`config.mk`:
```
export PLATFORM = sky130hd
export DESIGN_NAME = eq_gain_sequencer
export DESIGN_NICKNAME = d
export VERILOG_FILES = /design/src/rtl/eq_gain_sequencer.sv
export SDC_FILE = /design/constraint.sdc
export NUM_CORES = 1
export LEC_CHECK = 0
export CAP_MARGIN = 20
export CORE_MARGIN = 2
export CORE_UTILIZATION = 55
export CTS_BUF_LIST = sky130_fd_sc_hd__clkbuf_8
export CTS_CLUSTER_DIAMETER = 30
export DETAILED_ROUTE_END_ITERATION = 10
export PLACE_DENSITY = 0.81
export REMOVE_ABC_BUFFERS = 1
export SYNTH_ARGS = -nofsm -noshare
export SYNTH_HDL_FRONTEND = slang
export SYNTH_SLANG_ARGS = --single-unit
```
`constraint.sdc`:
```
create_clock -name clk -period 3.5 [get_ports clk]
set_clock_uncertainty 0.15 [all_clocks]
set_input_delay 0.525 -clock clk [delete_from_list [all_inputs] [get_ports clk]]
set_output_delay 0.525 -clock clk [all_outputs]
set_load 0.03 [all_outputs]
```
`src/rtl/eq_gain_sequencer.sv`:
```
// Per-band equalizer gain sequencer: holds target/applied gains per band and
// ramps applied gains one LSB per sample tick toward their targets.
module eq_gain_sequencer #(
   parameter int unsigned NUMBER_OF_FILTERS = 8,
   parameter int unsigned GAIN_BITS         = 2,
   parameter int unsigned RESET_GAIN        = 1,
   parameter int unsigned BAND_BITS         = $clog2(NUMBER_OF_FILTERS)
) (
   input  logic                                   clk,
   input  logic                                   rst_n,
   input  logic                                   clk_enable,
   input  logic                                   phase_min,
   input  logic                                   wr_valid,
   output logic                                   wr_ready,
   input  logic [BAND_BITS-1:0]                   wr_band,
   input  logic [GAIN_BITS-1:0]                   wr_gain,
   input  logic                                   en_req,
   output logic                                   amplifier_enable,
   output logic [NUMBER_OF_FILTERS*GAIN_BITS-1:0] amplifier_gains,
   output logic                                   ramping,
   output logic                                   commit,
   output logic                                   wr_err
);

   typedef enum logic {
      IDLE = 1'b0,
      RAMP = 1'b1
   } state_t;

   typedef logic [NUMBER_OF_FILTERS-1:0][GAIN_BITS-1:0] gain_arr_t;

   localparam gain_arr_t RESET_ARR = {NUMBER_OF_FILTERS{GAIN_BITS'(RESET_GAIN)}};

   state_t     state, state_nxt;
   gain_arr_t  target, target_nxt;
   gain_arr_t  applied, applied_nxt;
   logic       enable_q, enable_nxt;
   logic       commit_q, commit_nxt;
   logic       wr_err_q, wr_err_nxt;
   logic       tick;
   logic       wr_fire;
   logic [31:0] band_ext;

   // Writes are refused on the step edge so a step never sees a half-written target.
   assign tick     = clk_enable & phase_min;
   assign wr_ready = ~tick;
   assign wr_fire  = wr_valid & ~tick;
   assign band_ext = 32'(wr_band);

   assign amplifier_gains  = applied;
   assign amplifier_enable = enable_q;
   assign ramping          = (state == RAMP);
   assign commit           = commit_q;
   assign wr_err           = wr_err_q;

   always_ff @(posedge clk or negedge rst_n) begin
      if (!rst_n) begin
         state    <= IDLE;
         target   <= RESET_ARR;
         applied  <= RESET_ARR;
         enable_q <= 1'b0;
         commit_q <= 1'b0;
         wr_err_q <= 1'b0;
      end else begin
         state    <= state_nxt;
         target   <= target_nxt;
         applied  <= applied_nxt;
         enable_q <= enable_nxt;
         commit_q <= commit_nxt;
         wr_err_q <= wr_err_nxt;
      end
   end

   always_comb begin
      state_nxt   = state;
      target_nxt  = target;
      applied_nxt = applied;
      enable_nxt  = enable_q;
      commit_nxt  = 1'b0;
      wr_err_nxt  = 1'b0;

      if (wr_fire) begin
         if (band_ext >= NUMBER_OF_FILTERS) begin
            wr_err_nxt = 1'b1;
         end else begin
            for (int unsigned i = 0; i < NUMBER_OF_FILTERS; i++) begin
               if (band_ext == 32'(i)) target_nxt[i] = wr_gain;
            end
         end
      end

      // All bands step in parallel, saturating naturally at the target.
      if (tick && (state == RAMP)) begin
         for (int unsigned i = 0; i < NUMBER_OF_FILTERS; i++) begin
            if (applied[i] < target[i]) begin
               applied_nxt[i] = applied[i] + GAIN_BITS'(1);
               commit_nxt     = 1'b1;
            end else if (applied[i] > target[i]) begin
               applied_nxt[i] = applied[i] - GAIN_BITS'(1);
               commit_nxt     = 1'b1;
            end
         end
      end

      if (tick) enable_nxt = en_req;

      state_nxt = (applied_nxt != target_nxt) ? RAMP : IDLE;
   end

endmodule

```
==> impl_metrics.py, run 1 <==
metrics = {
    "floorplan": {
        "ios": 32,
        "dieArea_um2": 4560,
        "core_area_um2": 3940,
        "chipHeight_um": 67.5,
        "fp.dieW_um": 67.5,
        "rows": 23,
        "start_util": 0.563,
    },
    "flow_run": {
        "max-cap-violations": 0,
    },
    "worst_setup_path": {
        "path_max_fanout": 8,
        "cp-end-kind": "register",
        "crit_type": "input pin to register",
        "arrival_ns": 2.70,
        "cp.required_ns": 3.51,
        "startpoint_type": "input pin",
    },
    "sta": {
        "hold_ws_ns": 0.386,
        "clock.fmax_mhz": 372,
        "finalSetupViolCount": 0,
        "grt_setup_unrepaired": "false",
        "worst_slack_ns": 0.810,
        "timing.final.crit_share": 0.769,
        "period_minus_slack_ns": 2.69,
        "setup_tns_ns": 0,
        "finalMaxSlewViolations": 0,
        "final_hold_viol_count": 0,
    },
    "grt": {
        "grt_use_total": 0.227,
        "grt_pass1_wl_mm": 7.51,
        "grt_antenna_before_repair": 0,
        "globalRouteOverflowTotal": 0,
        "grt_max_degree": 36,
        "first_global_vias": 1617,
    },
    "logic_synthesis": {
        "yosysSeqAreaShare": 0.403,
        "ys_async_sr_fraction": 1.00,
        "yosys-top-cells-area": "dfrtp_1, dfstp_2, ha_1, xor2_1, mux2_2",
        "syn-instance-count": 207,
        "yosysTopAreaCellShare": 0.214,
        "synth.avg_cell_area_um2": 10.7,
        "netlist_area_um2": 2220,
        "synth_edf_count": 0,
        "synth_top_flop_cell": "dfrtp_1",
        "synth.distinct_cells": 33,
        "yosysWarningCount": 0,
        "ys_ff_latch": 35,
        "yosys.area.top_type": "dfrtp_1",
    },
    "final_layout": {
        "finalNetCount": 271,
        "final_area_um2": 2700,
        "final_common_cell": "clkdlybuf4s50_1",
        "final_layout_size_suffix_gt1_frac": 0.237,
        "mostFrequentLayoutCells": "clkdlybuf4s50_1, xor2_1, nand2_1, dfrtp_1",
        "antenna_cells": 0,
        "syn_to_final_growth_pct": 21.5,
    },
    "routing": {
        "drt-initial-drc-count": 65,
        "wire_per_inst_um": 15.3,
        "ant_nets": 0,
        "wirelength_mm": 4.52,
        "viasPerCell": 5.42,
        "drt-pass1-iter-count": 4,
        "drc": 0,
        "vias": 1599,
    },
    "clock_tree": {
        "post_cts_resized": 0,
        "cts.path.max_buffers": 2,
        "tritoncts": "yes",
        "post_cts_buffers": 0,
        "clk_pin_slew_ns": 0.07,
        "clk_root_buffer_cell": "clkbuf_8",
        "clk_latency_ns": 0.28,
        "cts_hold_buf": 0,
        "htreeDepth": 2,
        "numCtsBuffers": 5,
        "cts_sinks": 35,
    },
    "worst_hold_path": {
        "hold_path.class": "register to register",
    },
    "power": {
        "leakagePower_nw": 1.18,
        "p_clk_frac": 0.150,
        "p_per_area_nw_per_um2": 928,
        "p_int_mw": 1.43,
        "switching_share": 0.429,
        "seqPwrFrac": 0.299,
        "vdd_drop_max_mv": 0.529,
        "netSwitchingPower_mw": 1.07,
        "p_comb_frac": 0.551,
    },
    "placed_design": {
        "place.gp.congestion": 0.818,
        "dp_hpwl_mm": 3.55,
        "placed_area_um2": 2580,
        "portBuffers": 30,
        "pre_cts_ws_ns": 0.510,
    },
    "outcome": {
        "status": "finished clean",
    },
}
[metal layers]
metal / vias up / routed length [um] / global-route usage
met2: 43 / 2240 / 0.370
met3: 11 / 182 / 0.0567
met4: 0 / 103 / 0.0918
met1: 764 / 1990 / 0.287
met5: - / 0 / 0
li1: 781 / - / -
[layout make-up]
type / count / area, um2
sequential: 35 / 896
clock buffer: 6 / 82.6
fill: 303 / 1240
clock inverter: 2 / 35.0
timing repair buffer: 32 / 315
inverter: 16 / 60.1
multi-input combinational: 154 / 1250
tap: 50 / 62.6
[synth_stat cells, types with 2 or more instances]
library cell,n
and3b_1,2
mux2_1,3
o21ai_1,2
nor3_1,8
dfrtp_1,19
and3_1,2
nor3_2,8
dfstp_2,16
nor4_1,7
nor2b_1,16
xor2_1,22
o21a_1,8
mux2_2,9
xnor2_1,8
inv_1,16
ha_1,16
nand2_1,19
o21ai_2,8
mux2_4,3
or2_0,2
[state kept, by name (all words and copies together) (netlist names)]
| register | flops |
|---|---|
| amplifier_enable | 1 |
| target | 16 |
| amplifier_gains | 16 |
| commit | 1 |
| ramping | 1 |
[cells by family after synthesis]
kind of cell    after synthesis  share of synthesized area
buf+inv                      18                     0.0355
flops                        35                      0.403
xor+xnor                     30                      0.118
other cells                   1                    0.00169
compound gates               21                     0.0755
mux                          15                     0.0811
simple gates                 71                      0.194
fa+ha+maj                    16                     0.0901
[power by group through the flow]
stage               registers, mW  logic [mW]  clock network [mW]
floorplan                   0.930       0.782                   0
global placement            0.747        1.35                   0
detailed placement          0.753        1.38                   0
CTS                         0.748        1.39               0.387
global route                0.776        1.52               0.406
finish                      0.748        1.38               0.376
[per-stage QoR]
| stage | std cells | power (mW) | util |
|---|---|---|---|
| 6_report | 295 | 2.50 | 0.684 |
| 4_1_cts | 295 | 2.53 | 0.684 |
| 2_1_floorplan | 205 | 1.71 | - |
| 5_1_grt | 295 | 2.70 | 0.684 |
| 3_5_place_dp | 287 | 2.13 | 0.654 |
| 3_3_place_gp | 287 | 2.10 | 0.654 |
[critical path, stage by stage]
cell and delay [ns]:
clkdlybuf4s50_1 0.56, and3_1 0.45, o21ai_2 0.15, nor3_2 0.23
xor2_1 0.27, xor2_1 0.13, nor4_1 0.28, nand3_1 0.11
[path summary, 6_finish.rpt]
| kind | from | to | slack [ns] | cells after the start |
|---|---|---|---|---|
| max | clk_enable | ramping | 0.81 | 8 |
| min | amplifier_enable | amplifier_enable | 0.39 | 1 |
| max reg2reg | amplifier_gains[14] | ramping | 1.08 | 9 |
| min reg2reg | amplifier_enable | amplifier_enable | 0.39 | 1 |
| max in group asynchronous | rst_n | amplifier_gains[14] | 2.36 | 2 |
| min in group asynchronous | rst_n | amplifier_gains[5] | 0.50 | 2 |
Power figures use the tool's default switching activity.
==> run 2: changes to the inputs <==
- CORE_UTILIZATION: 55 -> 51
- PLACE_DENSITY: 0.81 -> 0.78
- clock period: 3.5 -> 2.45 ns (I/O delays scaled with it)
==> impl_metrics.py, run 2 (synthesis gave the netlist of run 1 again) <==
metrics = {
    "worst_setup_path": {
        "crit_path_max_incr_delay_ns": 0.62,
        "cp_slowest_cell": "dfstp_2",
        "startpoint_type": "register",
        "crit_type": "register to register",
        "arrival_ns": 2.37,
        "crit_path_cell_trace": "inv_2, ha_4, nand2_2, o21ai_4, buf_6, xnor2_4, xor2_1, nor4_1, and3_1, nand3_1",
        "path_max_fanout": 5,
        "cp.required_ns": 2.47,
        "cp-end-kind": "register",
    },
    "final_layout": {
        "seqCellArea_um2": 896,
        "mostFrequentLayoutCells": "clkdlybuf4s50_1, buf_4, xor2_1",
        "fillerInstances": 309,
        "final_layout_size_suffix_gt1_frac": 0.347,
        "finalNetCount": 297,
        "multi_input_area_um2": 1330,
        "syn_to_final_growth_pct": 32.9,
        "final_common_cell": "clkdlybuf4s50_1",
        "antenna_cells": 0,
    },
    "grt": {
        "globalRouteOverflowTotal": 0,
        "grt_use_total": 0.200,
        "grt_pass1_wl_mm": 7.80,
        "first_global_vias": 1735,
        "grt_antenna_before_repair": 0,
        "grt_max_degree": 36,
    },
    "sta": {
        "worst_slack_ns": 0.0928,
        "finalMaxSlewViolations": 0,
        "hold_ws_ns": 0.337,
        "period_minus_slack_ns": 2.36,
        "clock.fmax_mhz": 424,
        "final_hold_viol_count": 0,
        "timing.final.crit_share": 0.962,
        "setup_tns_ns": 0,
        "finalSetupViolCount": 0,
    },
    "outcome": {
        "status": "finished clean",
    },
    "clock_tree": {
        "htreeDepth": 2,
        "clk_pin_slew_ns": 0.07,
        "cts.path.max_buffers": 2,
        "clk_root_buffer_cell": "clkbuf_8",
        "cts_hold_buf": 0,
        "tritoncts": "yes",
        "cts_sinks": 35,
        "clk_latency_ns": 0.29,
        "numCtsBuffers": 5,
    },
    "power": {
        "p_per_area_nw_per_um2": 1290,
        "leakagePower_nw": 1.33,
        "vdd_drop_max_mv": 0.704,
    },
    "placed_design": {
        "portBuffers": 30,
        "place.gp.congestion": 0.761,
        "pre_cts_ws_ns": -0.256,
        "dp_hpwl_mm": 3.57,
    },
    "floorplan": {
        "rows": 23,
        "start_util": 0.543,
        "core_area_um2": 4090,
        "ios": 32,
        "chipHeight_um": 70.0,
        "dieArea_um2": 4900,
        "fp.dieW_um": 70.0,
    },
    "routing": {
        "drc": 0,
        "viasPerCell": 5.24,
        "ant_nets": 0,
        "vias": 1681,
        "drt-pass1-iter-count": 4,
        "drt-initial-drc-count": 47,
        "wirelength_mm": 4.63,
        "wire_per_inst_um": 14.4,
    },
    "worst_hold_path": {
        "hold_path.class": "input pin to async pin",
    },
    "flow_run": {
        "max-cap-violations": 0,
    },
}
-- run 2: changes by cell type in the layout (fill, tap and decap cells not counted), sizes merged --
cell | previous run | this run
dlymetal6s2s | 0 | 2
clkdlybuf4s50 | 30 | 28
buf | 2 | 28
bufinv | 1 | 0
clkbuf | 6 | 5
clkinv | 1 | 3
-- run 2: path summary, 6_finish.rpt --
kind / from / to / slack (ns) / cells past startpoint
max: amplifier_gains[8] / ramping / 0.09 / 10
min: rst_n / target[3] / 0.34 / 2
max reg2reg: amplifier_gains[8] / ramping / 0.09 / 10
min reg2reg: amplifier_enable / amplifier_enable / 0.35 / 1
max in group asynchronous: rst_n / target[0] / 1.45 / 2
min in group clk: amplifier_enable / amplifier_enable / 0.35 / 1
-- run 2: report_power, final --
part,leakage [nW],internal (mW),switching [mW]
logic,0.892,1.11,1.20
clock network,0.0477,0.194,0.214
registers,0.392,0.865,0.211
total,1.33,2.17,1.63
-- run 2: repair_timing --
action                                  in CTS  in global routing
endpoints found under the setup margin       0                  1
buffers inserted                             0                  2
gates resized for setup                      0                 18
-- run 2: cell type report --
class	count	share of cell area
clock inverter	3	0.00509
timing repair buffer	58	0.176
multi-input combinational	154	0.451
tap	50	0.0212
sequential	35	0.304
inverter	16	0.0203
clock buffer	5	0.0233
-- run 2: worst max-delay path: cells and delay by family (launching register included) --
kind	cells	cell delay [ns]
buffers and inverters	2	0.20
XOR/XNOR	2	0.23
flip-flops	1	0.62
AND/OR/NAND/NOR	4	0.61
adder cells (fa/ha/maj)	1	0.26
AO/OA/AOI/OAI	1	0.16
-- run 2: per-stage QoR --
step | cell area, um2 | power (mW) | utilization | std cells
3_3_place_gp | 2760 | 3.20 | 0.675 | 311
3_5_place_dp | 2760 | 3.24 | 0.675 | 311
5_1_grt | 2950 | 4.07 | 0.722 | 321
2_1_floorplan | 2200 | 2.45 | - | 205
4_1_cts | 2840 | 3.66 | 0.696 | 319
6_report | 2950 | 3.80 | 0.722 | 321
-- run 2: routing by layer --
layer / wire length, um / part of all wire / GRT usage
met5: 0 / 0 / 0
met2: 2290 / 0.50 / 0.343
met1: 2110 / 0.46 / 0.256
met3: 175 / 0.038 / 0.0433
met4: 49 / 0.011 / 0.0491
==> run 3: changes to the inputs <==
- PLACE_DENSITY: 0.78 -> 0.75
==> impl_metrics.py, run 3 (synthesis gave the netlist of run 1 again) <==
metrics = {
    "worst_setup_path": {
        "cp-end-kind": "register",
        "crit_type": "register to register",
        "arrival_ns": 2.36,
        "cp.required_ns": 2.46,
        "regToRegStartpoint": "amplifier_gains[6]",
        "startpoint": "amplifier_gains[6]",
        "path_max_fanout": 2,
        "startpoint_type": "register",
    },
    "final_layout": {
        "fin_cells": 321,
        "finalNetCount": 299,
        "final_layout_size_suffix_gt1_frac": 0.332,
        "antenna_cells": 0,
        "syn_to_final_growth_pct": 32.0,
        "fillerInstances": 308,
        "mostFrequentLayoutCells": "buf_4, clkdlybuf4s50_1, xor2_1",
        "final_area_um2": 2930,
        "final_common_cell": "buf_4",
    },
    "grt": {
        "grt_antenna_before_repair": 0,
        "grt_use_total": 0.209,
        "first_global_vias": 1679,
        "grt_max_degree": 36,
        "grt_pass1_wl_mm": 7.97,
        "globalRouteOverflowTotal": 0,
    },
    "sta": {
        "grt_setup_unrepaired": "false",
        "setup_tns_ns": 0,
        "period_minus_slack_ns": 2.34,
        "finalSetupViolCount": 0,
        "clock.fmax_mhz": 427,
        "final_hold_viol_count": 0,
        "timing.final.crit_share": 0.956,
        "hold_ws_ns": 0.344,
        "finalMaxSlewViolations": 0,
    },
    "floorplan": {
        "rows": 23,
        "start_util": 0.543,
        "core_area_um2": 4090,
        "dieArea_um2": 4900,
        "fp.dieW_um": 70.0,
        "chipHeight_um": 70.0,
        "ios": 32,
    },
    "clock_tree": {
        "cts_hold_buf": 0,
        "tritoncts": "yes",
        "numCtsBuffers": 5,
        "clk_pin_slew_ns": 0.07,
        "cts.path.max_buffers": 2,
        "clk_root_buffer_cell": "clkbuf_8",
        "cts_sinks": 35,
        "clk_latency_ns": 0.28,
        "htreeDepth": 2,
    },
    "power": {
        "p_per_area_nw_per_um2": 1290,
        "p_total_mw": 3.78,
        "leakagePower_nw": 1.34,
        "vdd_drop_max_mv": 0.674,
    },
    "routing": {
        "drt-initial-drc-count": 76,
        "vias": 1693,
        "ant_nets": 0,
        "viasPerCell": 5.27,
        "wirelength_mm": 4.82,
        "wire_per_inst_um": 15.0,
        "drt-pass1-iter-count": 4,
        "drc": 0,
    },
    "placed_design": {
        "placed_cells": 311,
        "place.gp.congestion": 0.774,
        "dp_hpwl_mm": 3.61,
        "placed_area_um2": 2770,
        "portBuffers": 30,
    },
    "outcome": {
        "status": "finished clean",
    },
    "worst_hold_path": {
        "hold_path.class": "register to register",
        "hold_start": "amplifier_enable",
    },
    "flow_run": {
        "max-cap-violations": 0,
    },
}
[run 3: critical path, cell delays in order (launching register included)]
cell,delay [ns]
dfstp_2,0.53
inv_1,0.05
ha_1,0.27
nand2_1,0.07
o21ai_2,0.20
buf_4,0.15
xnor2_2,0.07
xor2_1,0.16
nor4_2,0.31
and3_1,0.20
nand3_1,0.06
[run 3: report_power, final]
| group | internal (mW) | total [mW] | switching, mW |
|---|---|---|---|
| Sequential | 0.864 | 1.06 | 0.193 |
| Clock | 0.185 | 0.384 | 0.199 |
| Combinational | 1.12 | 2.34 | 1.23 |
[run 3: timing repair]
action                     in CTS  in global routing
pin swaps                       0                  7
setup buffers                   0                  4
cloned                          0                  0
setup endpoints to repair       1                  1
resized for setup               1                  9
[run 3: cell type report]
cell class | count | area, um2 | share of cell area
multi-input combinational | 154 | 1300 | 0.443
sequential | 35 | 896 | 0.306
timing repair buffer | 60 | 543 | 0.185
clock buffer | 5 | 68.8 | 0.0235
tap | 50 | 62.6 | 0.0213
inverter | 16 | 60.1 | 0.0205
clock inverter | 1 | 3.75 | 0.00128
[run 3: final timing paths]
path	depth (start not counted)	endpoint	slack [ns]
max	10	ramping	0.11
min	1	amplifier_enable	0.34
max reg2reg	10	ramping	0.11
min reg2reg	1	amplifier_enable	0.34
max in group asynchronous	2	amplifier_gains[14]	1.45
min in group asynchronous	2	target[3]	0.35
[run 3: routing by layer]
layer / up-vias / global-route usage / routed length [um]
met2: 32 / 0.345 / 2400
met1: 810 / 0.270 / 2180
met4: 0 / 0.0726 / 95
met5: - / 0 / 0
met3: 11 / 0.0447 / 142
li1: 840 / - / -
[run 3: through the flow]
step                      utilization  worst slack (ns)
after detailed placement        0.679            -0.321
after global placement          0.679            -0.221
after global routing            0.717          0.000501
after CTS                       0.698           0.00120
final                           0.717             0.109
after floorplan                     -             0.178
